==> config.mk <==
export PLATFORM = sky130hd
export DESIGN_NAME = instr_fetch
export DESIGN_NICKNAME = d
export VERILOG_FILES = /design/src/rtl/instr_fetch.sv
export SDC_FILE = /design/constraint.sdc
export NUM_CORES = 1
export LEC_CHECK = 0
export BUFFER_PORTS_ARGS = -buffer_cell sky130_fd_sc_hd__buf_2
export CELL_PAD_IN_SITES_DETAIL_PLACEMENT = 0
export CELL_PAD_IN_SITES_GLOBAL_PLACEMENT = 1
export CORE_MARGIN = 2
export CORE_UTILIZATION = 48
export CTS_BUF_LIST = sky130_fd_sc_hd__clkbuf_8 sky130_fd_sc_hd__clkbuf_16
export CTS_CLUSTER_SIZE = 30
export DETAILED_ROUTE_END_ITERATION = 10
export PLACE_DENSITY = 0.94
export SLEW_MARGIN = 10
export SYNTH_ARGS = -nofsm -noshare
export SYNTH_HDL_FRONTEND = slang
export SYNTH_SLANG_ARGS = --single-unit
==> constraint.sdc <==
create_clock -name i_clk -period 3.3 [get_ports i_clk]
set_input_delay 0.165 -clock i_clk [delete_from_list [all_inputs] [get_ports i_clk]]
set_output_delay 0.165 -clock i_clk [all_outputs]
set_load 0.05 [all_outputs]
==> src/rtl/instr_fetch.sv <==
`default_nettype none
// ============================================================================
//  Module   : instr_fetch
//  Purpose  : Instruction fetch unit. Issues single-outstanding word fetches
//             to instruction memory, buffers up to two {instruction, address}
//             pairs in a small FIFO for the decoder, and flushes/refetches on
//             a branch or jump redirect.
//  Ports    : i_clk, i_rst_n       - clock, asynchronous active-low reset
//             o_imemReq/o_imemAddr - memory request and word address
//             i_imemAck/i_imemData - memory response (ignored when idle)
//             o_instrCode/o_instrPc/o_instrValid, i_instrReady
//                                  - instruction stream to decode
//             i_redirect/i_redirectPc - flush and refetch from new target
//  Revision : 1.0 - initial release
// ============================================================================
module instr_fetch #(
  parameter int                 ADDR_W   = 16,
  parameter logic [ADDR_W-1:0]  RESET_PC = '0
) (
  input  logic              i_clk,
  input  logic              i_rst_n,
  output logic              o_imemReq,
  output logic [ADDR_W-1:0] o_imemAddr,
  input  logic              i_imemAck,
  input  logic [15:0]       i_imemData,
  output logic [15:0]       o_instrCode,
  output logic [ADDR_W-1:0] o_instrPc,
  output logic              o_instrValid,
  input  logic              i_instrReady,
  input  logic              i_redirect,
  input  logic [ADDR_W-1:0] i_redirectPc
);

  typedef enum logic [1:0] {
    IDLE = 2'd0,  // no request outstanding
    REQ  = 2'd1,  // request outstanding, response will be kept
    DROP = 2'd2   // request outstanding, response will be discarded
  } state_t;

  localparam logic [ADDR_W-1:0] c_one = {{(ADDR_W-1){1'b0}}, 1'b1};

  state_t            r_state, w_stateNext;
  logic [ADDR_W-1:0] r_fetchPc, w_fetchPcNext;
  logic [ADDR_W-1:0] r_imemAddr, w_imemAddrNext;
  logic [1:0]        r_count, w_countNext, w_countAfterPop;
  logic              r_head, w_headNext;
  logic [15:0]       r_code [2];
  logic [ADDR_W-1:0] r_pc   [2];

  logic              w_pop;
  logic              w_ack;
  logic              w_push;
  logic              w_wrIdx;

  // Tail slot is head+count; a push only happens with count<=1, so bit 0
  // of the count is enough to select the free slot.
  assign w_wrIdx = r_head ^ r_count[0];

  always_comb begin
    w_stateNext     = r_state;
    w_fetchPcNext   = r_fetchPc;
    w_imemAddrNext  = r_imemAddr;
    w_push          = 1'b0;
    w_pop           = (r_count != 2'd0) && i_instrReady;
    w_ack           = (r_state != IDLE) && i_imemAck;
    w_countAfterPop = r_count - {1'b0, w_pop};
    w_headNext      = r_head;

    case (r_state)
      IDLE: begin
        // Address register already tracks the fetch PC while idle.
        if (w_countAfterPop < 2'd2) begin
          w_stateNext    = REQ;
          w_imemAddrNext = r_fetchPc;
        end
      end
      REQ: begin
        if (w_ack) begin
          w_push         = 1'b1;
          w_fetchPcNext  = r_imemAddr + c_one;
          w_imemAddrNext = r_imemAddr + c_one;
          // After this push the FIFO holds countAfterPop+1 entries; keep
          // streaming only if there is still room for the next response.
          w_stateNext    = (w_countAfterPop == 2'd0) ? REQ : IDLE;
        end
      end
      DROP: begin
        if (w_ack) begin
          w_stateNext    = REQ;
          w_imemAddrNext = r_fetchPc;
        end
      end
      default: begin
        w_stateNext    = IDLE;
        w_imemAddrNext = r_fetchPc;
      end
    endcase

    if (!w_push && w_pop) begin
      w_headNext = ~r_head;
    end else if (w_pop) begin
      w_headNext = ~r_head;
    end

    w_countNext = w_countAfterPop + {1'b0, w_push};

    // Redirect wins over everything: flush the FIFO and retarget. A request
    // still waiting for its ack cannot be withdrawn, so it is marked for
    // discard and the target is parked in the fetch PC.
    if (i_redirect) begin
      w_push        = 1'b0;
      w_countNext   = 2'd0;
      w_fetchPcNext = i_redirectPc;
      if ((r_state != IDLE) && !w_ack) begin
        w_stateNext    = DROP;
        w_imemAddrNext = r_imemAddr;
      end else begin
        w_stateNext    = REQ;
        w_imemAddrNext = i_redirectPc;
      end
    end
  end

  always_ff @(posedge i_clk or negedge i_rst_n) begin
    if (!i_rst_n) begin
      r_state    <= IDLE;
      r_fetchPc  <= RESET_PC;
      r_imemAddr <= RESET_PC;
      r_count    <= 2'd0;
      r_head     <= 1'b0;
      r_code[0]  <= 16'h0000;
      r_code[1]  <= 16'h0000;
      r_pc[0]    <= '0;
      r_pc[1]    <= '0;
    end else begin
      r_state    <= w_stateNext;
      r_fetchPc  <= w_fetchPcNext;
      r_imemAddr <= w_imemAddrNext;
      r_count    <= w_countNext;
      r_head     <= w_headNext;
      if (w_push) begin
        r_code[w_wrIdx] <= i_imemData;
        r_pc[w_wrIdx]   <= r_imemAddr;
      end
    end
  end

  assign o_imemReq    = (r_state != IDLE);
  assign o_imemAddr   = r_imemAddr;
  assign o_instrValid = (r_count != 2'd0);
  assign o_instrCode  = r_code[r_head];
  assign o_instrPc    = r_pc[r_head];

endmodule
`default_nettype wire

# After elaboration in Yosys (flattened, before gate mapping)
# Cells that the tools add are included.
# totals
wordCells	74
inputBits	37
output_inout_bits	50
ff_bits	101
# classes
n_bitwise	4
order_cmp	4
n_mux	31
eq_ne	6
n_reduce_logical	17
add_sub_neg	3
# op_table
op	n
2-to-1 mux 16 bit	14
bitwise mux 32 bit	2
case mux 16 bit (3 select lines)	1
adder 16 x 1 -> 16 bit (second input constant)	1
demux 16 bit (select 1 bit)	1
2-to-1 mux 2 bit	6
nonzero test 2 bit	5
!= test 3 bit (second input constant)	3
2-to-1 mux 1 bit	6
case mux 2 bit (3 select lines)	1
logical AND 1 bit	5
greater-or-equal comparator 2 bit (second input constant)	2
logical NOT 2 bit	2
NOT 1 -> 2 bit	2
AND reduction 4 bit	1
AND reduction 3 bit	1
adder 2 x 1 -> 2 bit	1
equality test 2 x 1 -> 1 bit (second input constant)	1
equality test 2 bit (second input constant)	1
logical NOT 1 bit	2
less-than comparator 2 x 1 -> 1 bit (second input constant)	1
less-than comparator 2 bit (second input constant)	1
!= test 2 bit (second input constant)	1
AND reduction 2 bit	1
3 further kinds	3

# Logic depth before layout (Yosys ltp)
# Gate-level depths: netlist (run 1).
# logic_depth
ltp_word	8
depth_mapped	8
mapped_depth_nobuf	6

# Least setup slack after synthesis (run 1)
# No wires, ideal clock.
# synth_path
path_kind	reg2reg
startpoint	register r_imemAddr[2] (netlist: o_imemAddr[2])
endpoint	register r_imemAddr[5] (netlist: o_imemAddr[5])
required_ns	3.218
setup_time_ns	0.082
stages_incl_launch_ff	8
period_less_slack_ns	2.103
path_buffers	2
arrival_ns	2.021
setup_slack_ns	1.197
cell_sequence	dfrtp_1 -> buf_2 -> nand3_1 -> or2_2 -> buf_2 -> xnor2_1 -> a211o_1 -> a31oi_1
# synth_via
elab_chain_cells	4
# synth_lines
item	line	rtl
start, declared	44	logic [ADDR_W-1:0] r_imemAddr, w_imemAddrNext;
start signal, assigned	138	r_imemAddr <= w_imemAddrNext;
adder 16 x 1 -> 16 bit	81	w_imemAddrNext = r_imemAddr + c_one;
2-to-1 mux 16 bit	78	if (w_ack) begin
case mux 16 bit (3 select lines)	69	case (r_state)
2-to-1 mux 16 bit	110	if (i_redirect) begin
# No other way between the ends. The select of a mux whose other input is x is not followed.
# A chain may end at the register's enable or synchronous reset.

# Final worst setup path (run 1)
# layout_path
startpoint	register r_state[1]
endpoint	register r_code[21] (netlist name)
# layout_via
elab_chain_cells	5
elab_cells_between_ends	6
classes_between	1 x eq/ne; 3 x mux; 2 x reduce/logical
# layout_lines
item	line	rtl
start, declared	42	state_t r_state, w_stateNext;
start signal, assigned	136	r_state <= w_stateNext;
nonzero test 2 bit	65	w_ack = (r_state != IDLE) && i_imemAck;
logical AND 1 bit	65	
2-to-1 mux 1 bit	78	
2-to-1 mux 1 bit (*)	69	
2-to-1 mux 1 bit (*)	110	
end signal, assigned by index	142	r_code[w_wrIdx] <= i_imemData;
end, declared	47	logic [15:0] r_code [2];
# Mark *: on every way between the ends. The rest lies on a longest branch, timed or not.

==> impl_metrics.csv, run 1 <==
group,metric,value,unit
outcome,status,"complete, no violations",
clock_tree,cts_tree,"built",
setup_path,max_stage_delay,0.51,ns
synth,synthCells,473,
synth,yosys_warnings,0,
sta,finalClockSkew,0.00849,ns
sta,fin_crit,2.26,ns
synth,synth_most_common_cell,"dfrtp_1",
setup_path,critPathKind,"reg -> reg",
clock_tree,insertion_delay,0.37,ns
clock_tree,clkSinkCount,101,
run,cap_viol_max_count,0,
routing,vias,3825,
setup_path,worstPathRequired,3.55,ns
setup_path,slowest_stage,"dfrtp_1",
clock_tree,numCtsBuffers,9,
sta,finalSetupViolCount,0,
setup_path,end_kind,"register",
setup_path,arrival,2.51,ns
synth,synth_edf_count,0,
sta,hold_violations,0,
synth,synth_area_leaders,"dfrtp_1 49%, mux2_2 19%, nand2_1 2.9%",
clock_tree,ctsRootBufferMaster,"clkbuf_8",
routing,wl_per_cell,17.1,um
synth,ys_seq_area_share,49.5,%
floorplan,core,10300,sq um
floorplan,fp.dieW,107,um
clock_tree,cts_setup_buffers,0,
routing,drc,0,
setup_path,cp-start-kind,"register",
clock_tree,clockBufferDepth,2,
global_route,grt_pass1_vias,3744,
setup_path,cp_num_buf_inv,2,
routing,vias_per_cell,5.57,
place,hpwl,8.04,mm
sta,rsz0062_at_grt,"false",
routing,antenna_left,0,
sta,finalCritPeriodShare,68.4,%
synth,synth_cell_types,45,
floorplan,fp-row-count,37,
floorplan,io_pins,87,
place,port_buffers,86,
synth,yosysTopAreaCell,"dfrtp_1",
final_layout,final_area,5800,sq um
pwr,irDropWorstVdd,694,uV
place,routabilityCongestion,0.880,
synth,netlist.area_leader.share,49.5,%
synth,synthArstFlopShare,100,%
final_layout,final_layout_size_suffix_gt1_share,37.0,%
synth,synth_flop_cell,"dfrtp_1",
sta,worstMarginPinSlew,0.956,ns
global_route,grt.total_usage,21.3,%
setup_path,cp_max_fo,37,
global_route,grt_antenna_before_repair,0,
final_layout,nets,585,
sta,slew_headroom,36.0,%
floorplan,dieArea,11500,sq um
synth,syn_avg_cell_area,10.8,sq um
clock_tree,hold_buffers,1,
setup_path,cp_top_family,"buffers and inverters",
global_route,gr-total-overflow,0,
sta,report.final.slew_viol_count,0,
setup_path,reg2reg_depth,5,
floorplan,die_h,107,um
routing,first_iter_violations,255,
floorplan,start_util,49.5,%
clock_tree,path_clk_slew,0.10,ns
place,postPlaceCellArea,5610,sq um
routing,wl,11.7,mm
setup_path,path_depth,5,
pwr,p_total,6.35,mW
synth,ys_ff_latch,101,
synth,post_synth_instance_area,5110,sq um
global_route,grt_max_degree,53,
final_layout,diodes,0,
synth,netlist_top_cells_count,"101 x dfrtp_1, 86 x mux2_2, 40 x nand2_1",
worst_hold_path,holdPathStages,3,
pwr,power_density,1090,nW/um^2
pwr,p_leak,2.58,nW
final_layout,area.growth.synth_to_final,13.5,%
final_layout,fillers,920,
routing,first_pass_iters,4,
setup_path,crit_chain,"nand3b_2 -> inv_1 -> nand3_2 -> buf_4 -> mux2_2",
global_route,grt_first_pass_wirelength,19.1,mm
sta,finalSetupTns,0,ns
clock_tree,h-tree-depth,3,
synth,synth_fp_nets,512,
worst_hold_path,hp-class,"in -> reg",
clock_tree,cts-resized-gates,0,
sta,max_clock_freq,0.443,GHz
## state kept, by name, indices dropped and copies added (netlist names)
| signal | cells |
|---|---|
| r_head | 1 |
| r_fetchPc | 16 |
| r_pc | 32 |
| r_code | 32 |
| o_imemAddr | 16 |
| r_count | 2 |
| r_state | 2 |
## power by group
group,switching [mW],total (mW),internal [mW]
clock,0.458,0.744,0.286
sequential,0.449,2.21,1.76
combinational,2.27,3.39,1.12
total,3.18,6.35,3.17
## worst reg2reg max path: cells and delay by family (launching register included)
kind | cells | cell delay [ns]
buffers and inverters | 2 | 0.67
and+or+nand+nor | 2 | 0.56
DFF | 1 | 0.51
muxes | 1 | 0.40
## metrics by stage
step                      util, %  hold WS [ns]  std cells  setup WS, ns
after floorplan                 -        -0.131        473          1.20
after global placement       54.3         0.240        670          1.16
after detailed placement     54.3         0.248        670          1.08
after CTS                    56.2        0.0174        687          1.06
after global routing         56.2        0.0206        687         0.856
final                        56.2        0.0302        687          1.04
## cells by family after synthesis
kind of cell,count (synthesis),share of synthesized area (%)
muxes,88,19.3
adders and majority gates,2,0.490
buffers and inverters,45,4.21
AOI/OAI and AO/OA,90,11.2
and+or+nand+nor,131,12.5
xor gates and xnor gates,16,2.74
DFF,101,49.5
## per-layer routing
metal	share of wire [%]	up-vias	track usage [%]
met3	6.1	13	3.16
li1	-	1843	-
met1	46	1840	30.9
met4	1.4	0	6.22
met2	46	129	33.1
met5	0	-	0
## area by class of cell
type	count	area, sq um	share of cell area (%)
sequential	101	2530	43.6
multi-input combinational	327	2370	40.8
timing repair buffer	96	510	8.80
tap	136	170	2.93
clock buffer	9	124	2.14
clock inverter	7	58.8	1.01
inverter	11	41.3	0.712
## layout by cell type, fill, tap and decap left out, types with 7 or more instances in the layout
cell	instances
dfrtp_1	101
mux2_2	86
buf_2	85
nand2_1	40
nor2_1	38
o21ai_0	27
a21oi_1	18
xnor2_1	12
inv_1	11
nor3_1	10
buf_4	10
a31oi_1	9
clkbuf_8	9
nand3_1	7
## worst paths after layout
check / start / end / slack (ns)
worst min-delay path: i_redirectPc[0] / r_fetchPc[0] / 0.03
min in group asynchronous: i_rst_n / r_code[12] / 0.36
worst max-delay path: r_state[1] / r_code[21] / 1.04
worst min register to register: r_pc[12] / r_pc[12] / 0.48
worst max register to register: r_state[1] / r_code[21] / 1.04
max in group asynchronous: i_rst_n / r_pc[29] / 2.13
(Power assumes the default switching activity.)
==> inputs of run 2 (changes only) <==
Settings changed: CORE_UTILIZATION 48 to 40, PLACE_DENSITY 0.94 to 0.84.
Clock period 3.3 ns to 1.9 ns, I/O delays scaled along.
==> run 2 against run 1 <==
Highest routed layer unchanged. Die area rose by 19%. Hold slack got worse by 0.023 ns. Utilization is 4.8 points lower. Largest power group unchanged. Via count rose by 5.1%. Sequential cell count stayed put.
==> impl_metrics.csv, run 2 (synthesis gave the netlist of run 1 again) <==
group,metric,value,unit
final_layout,nets,633,
worst_hold_path,hp-class,"in -> reg",
setup_path,arrival,2.05,ns
sta,slew_headroom,51.7,%
clock_tree,path_clk_slew,0.08,ns
final_layout,final_area,6460,sq um
pwr,p_total,11.9,mW
global_route,grt_first_pass_wirelength,20.2,mm
place,hpwl,8.49,mm
sta,finalClockSkew,0.0123,ns
routing,vias_per_cell,5.21,
sta,fin_crit,1.82,ns
clock_tree,insertion_delay,0.36,ns
clock_tree,numCtsBuffers,9,
sta,report.final.slew_viol_count,0,
routing,wl,12.6,mm
global_route,grt_pass1_vias,3959,
pwr,power_density,1840,nW/um^2
final_layout,final_common_cell,"dfrtp_1",
sta,whs,0.00677,ns
place,port_buffers,86,
setup_path,cp-start-kind,"register",
clock_tree,clkSinkCount,101,
routing,wl_per_cell,16.3,um
routing,vias,4020,
floorplan,core,12600,sq um
routing,drc,0,
floorplan,fp.dieW,117,um
worst_hold_path,hp-start,"i_redirectPc[12]",
place,postPlaceCellArea,5840,sq um
sta,finalCritPeriodShare,95.8,%
pwr,p_leak,2.86,nW
setup_path,r2r_setup_slack,0.08,ns
global_route,grt_max_degree,48,
clock_tree,cts_tree,"built",
floorplan,fp-row-count,41,
sta,hold_violations,0,
floorplan,dieArea,13700,sq um
setup_path,reg2reg_depth,4,
outcome,status,"complete, no violations",
routing,first_pass_iters,6,
clock_tree,ctsRootBufferMaster,"clkbuf_16",
final_layout,final_util,51.4,%
setup_path,critPathKind,"reg -> reg",
worst_hold_path,holdPathStages,3,
setup_path,end_kind,"register",
final_layout,reg.largest.list,"r_code: 32 flops, r_pc: 32 flops",
global_route,grt.total_usage,19.5,%
final_layout,area.growth.synth_to_final,26.5,%
clock_tree,clockBufferDepth,2,
sta,worstMarginPinSlew,0.718,ns
worst_hold_path,holdPathEnd,"r_fetchPc[12]",
final_layout,final_layout_size_suffix_gt1_share,40.6,%
final_layout,most-common-layout-cells,"88 x dfrtp_1, 86 x mux2_2, 85 x buf_2",
global_route,grt_antenna_before_repair,0,
global_route,gr-total-overflow,0,
setup_path,worstPathRequired,2.13,ns
routing,antenna_left,0,
sta,max_clock_freq,0.550,GHz
final_layout,diodes,0,
place,routabilityCongestion,0.849,
floorplan,start_util,40.6,%
setup_path,cp_max_fo,37,
setup_path,r2r_end,"r_pc[1]",
floorplan,die_h,117,um
sta,finalSetupViolCount,0,
setup_path,reg2reg_from,"r_state[0]",
routing,first_iter_violations,282,
clock_tree,h-tree-depth,3,
pwr,irDropWorstVdd,609,uV
floorplan,io_pins,87,
run,cap_viol_max_count,0,
[run 2: cell types whose count changed in the layout (fill, tap and decap cells not counted), moves of 2 or more]
cell           previous run  this run
inv_8                     2         0
buf_12                    0         4
dlygate4sd3_1             1        26
dfrtp_1                 101        88
clkbuf_16                 0         9
dfrtp_2                   0        13
clkbuf_8                  9         0
buf_4                    10        28
[run 2: timing repair]
action                                  4_1_cts  5_1_grt
buffers inserted                              0        6
gates cloned                                  0        0
pin swaps                                     0        2
hold buffers                                 26        0
hold endpoints to repair                     67        0
endpoints found under the setup margin       10       10
gates resized for setup                       2        2
[run 2: per-layer routing]
metal / global-route usage [%] / wire [um] / vias to the layer above
met5: 0 / 0 / -
met4: 6.59 / 204 / 0
met3: 4.48 / 708 / 14
met2: 30.8 / 5670 / 116
met1: 26.7 / 5990 / 1961
li1: - / - / 1929
[run 2: critical path, stage by stage, from the launching register on]
cell and delay [ns]:
dfrtp_1 0.57, nand3b_2 0.20, or3_1 0.43, buf_12 0.20, mux2_2 0.29
[run 2: worst max-delay path by stage]
| stage | slack (ns) | start | to | cells after the start |
|---|---|---|---|---|
| 3_3_place_gp | 0.02 | o_imemAddr[0] | o_imemAddr[14] | 7 |
| 4_1_cts | 0.002 | r_state[1] | o_imemAddr[15] | 5 |
| 2_1_floorplan | 0.01 | o_imemAddr[9] | r_fetchPc[15] | 6 |
| 5_1_grt | -0.05 | o_imemAddr[0] | o_imemAddr[12] | 6 |
| 6_report | 0.08 | r_state[0] | r_pc[1] | 4 |
| 3_5_place_dp | -0.08 | r_state[0] | o_imemAddr[12] | 5 |
[run 2: report_power, final]
group          internal, mW  switching, mW
logic                  2.17           4.14
registers              3.09          0.648
clock network          1.03          0.841
[run 2: stage by stage]
stage / instances / setup WS [ns] / TNS [ns]
2_1_floorplan: 473 / 0.0134 / 0
3_3_place_gp: 723 / 0.0237 / 0
3_5_place_dp: 723 / -0.0785 / -0.160
4_1_cts: 765 / 0.00206 / 0
5_1_grt: 771 / -0.0456 / -0.0844
6_report: 771 / 0.0803 / 0
[run 2: cell type report]
cell class | count | area, sq um
flip-flops and latches | 101 | 2540
inverters | 11 | 41.3
clock inverters | 7 | 72.6
repair buffers | 144 | 987
clock buffers | 9 | 225
fillers | 1145 | 6110
well taps | 172 | 215
multi-input cells | 327 | 2380
==> inputs of run 3 (changes only) <==
==> constraint.sdc (replaced) <==
create_clock -name i_clk -period 1.9 [get_ports i_clk]
set_input_delay 0.285 -clock i_clk [delete_from_list [all_inputs] [get_ports i_clk]]
set_output_delay 0.285 -clock i_clk [all_outputs]
set_load 0.05 [all_outputs]
==> run 3 against run 2 <==
Clock skew down 0.0034 ns. Critical path depth down 1. Setup slack worse by 0.041 ns. Count of clock-buffer cells in the layout up 1.
==> impl_metrics.csv, run 3 (synthesis gave the netlist of run 1 again) <==
group,metric,value,unit
worst_hold_path,hp-class,"in -> reg",
place,routabilityCongestion,0.895,
clock_tree,cts_tree,"built",
sta,max_clock_freq,0.538,GHz
sta,fin_crit,1.86,ns
place,port_buffers,86,
routing,antenna_left,0,
setup_path,r2r_setup_slack,0.06,ns
floorplan,fp.dieW,117,um
worst_hold_path,holdPathEnd,"r_fetchPc[3]",
global_route,grt_first_pass_wirelength,20.3,mm
place,postPlaceCellArea,5850,sq um
sta,whs,0.175,ns
routing,drc,0,
routing,wl,12.6,mm
clock_tree,insertion_delay,0.35,ns
global_route,grt.total_usage,18.9,%
setup_path,reg2reg_from,"o_imemAddr[10]",
setup_path,cp-start-kind,"register",
run,cap_viol_max_count,0,
setup_path,worstPathRequired,1.62,ns
global_route,gr-total-overflow,0,
sta,worstMarginPinSlew,0.446,ns
setup_path,end_kind,"primary output",
worst_hold_path,holdPathStages,3,
setup_path,cp_max_fo,16,
routing,vias_per_cell,5.45,
final_layout,final_layout_size_suffix_gt1_share,42.2,%
setup_path,critical_path.startpoint,"r_head",
final_layout,fillers,1161,
setup_path,arrival,1.58,ns
sta,finalCritPeriodShare,97.9,%
floorplan,core,12600,sq um
sta,finalSetupTns,0,ns
setup_path,r2r_end,"r_fetchPc[15]",
global_route,grt_pass1_vias,4088,
clock_tree,clkSinkCount,101,
final_layout,diodes,0,
clock_tree,path_clk_slew,0.07,ns
final_layout,final_util,49.5,%
place,numPlacedInstances,724,
place,hpwl,8.57,mm
sta,hold_violations,0,
final_layout,nets,605,
clock_tree,ctsRootBufferMaster,"clkbuf_16",
outcome,status,"complete, no violations",
routing,first_iter_violations,340,
floorplan,io_pins,87,
final_layout,most-common-layout-cells,"87 x dfrtp_1, 86 x mux2_2, 85 x buf_2",
pwr,power_density,1930,nW/um^2
final_layout,finalNonFillerCells,743,
pwr,irDropWorstVdd,743,uV
pwr,p_total,12.0,mW
final_layout,area.growth.synth_to_final,21.7,%
sta,report.final.slew_viol_count,0,
final_layout,final_area,6220,sq um
setup_path,critPathKind,"reg -> out",
routing,first_pass_iters,5,
worst_hold_path,hp-start,"i_redirectPc[3]",
floorplan,dieArea,13700,sq um
floorplan,die_h,117,um
pwr,p_leak,2.76,nW
setup_path,reg2reg_depth,5,
clock_tree,clockBufferDepth,2,
sta,slew_headroom,70.0,%
floorplan,start_util,40.6,%
routing,vias,4051,
final_layout,reg.largest.list,"r_code: 32 flops, r_pc: 32 flops",
final_layout,final_common_cell,"dfrtp_1",
global_route,grt_max_degree,38,
routing,wl_per_cell,17.0,um
sta,finalSetupViolCount,0,
global_route,grt_antenna_before_repair,0,
sta,finalClockSkew,0.00893,ns
floorplan,fp-row-count,41,
place,post-place-ws,0.111,ns
sta,finalWorstSetupSlack,0.0397,ns
clock_tree,numCtsBuffers,9,
clock_tree,h-tree-depth,3,
[run 3: how the worst max path moves through the flow]
stage / cells after the start / end / slack (ns)
final: 3 / o_instrPc[9] / 0.04
after global routing: 7 / o_imemAddr[14] / -0.01
after CTS: 3 / o_instrPc[1] / 0.001
after detailed placement: 6 / o_imemAddr[5] / 0.11
after global placement: 5 / r_fetchPc[15] / 0.14
after floorplan: 6 / r_fetchPc[15] / 0.01
[run 3: critical path, cell delays in order (launching register included)]
cell       delay (ns)
dfrtp_2          0.45
clkbuf_16        0.22
mux2_2           0.35
buf_2            0.21
[run 3: final cells by class]
type / instances / area, sq um / area share, %
Multi-Input combinational cell: 327 / 2380 / 38.3
Inverter: 11 / 41.3 / 0.664
Timing Repair Buffer: 116 / 728 / 11.7
Clock buffer: 10 / 239 / 3.84
Sequential cell: 101 / 2540 / 40.9
Tap cell: 172 / 215 / 3.46
Clock inverter: 6 / 68.8 / 1.11
[run 3: power by group]
group / switching (mW) / internal [mW]
logic: 4.13 / 2.18
registers: 0.704 / 3.09
clock network: 0.833 / 1.07
total: 5.66 / 6.34
[run 3: what timing repair did]
item	4_1_cts	5_1_grt
hold buffers	1	0
endpoints found under the setup margin	0	41
setup buffers	0	1
resized for setup	0	4
hold endpoints to repair	32	0
[run 3: layer usage]
layer / vias up / part of all wire [%] / GRT usage, %
met3: 19 / 7.8 / 4.58
li1: 1874 / - / -
met1: 1968 / 45 / 26.1
met2: 190 / 45 / 30.1
met5: - / 0 / 0
met4: 0 / 1.4 / 4.71
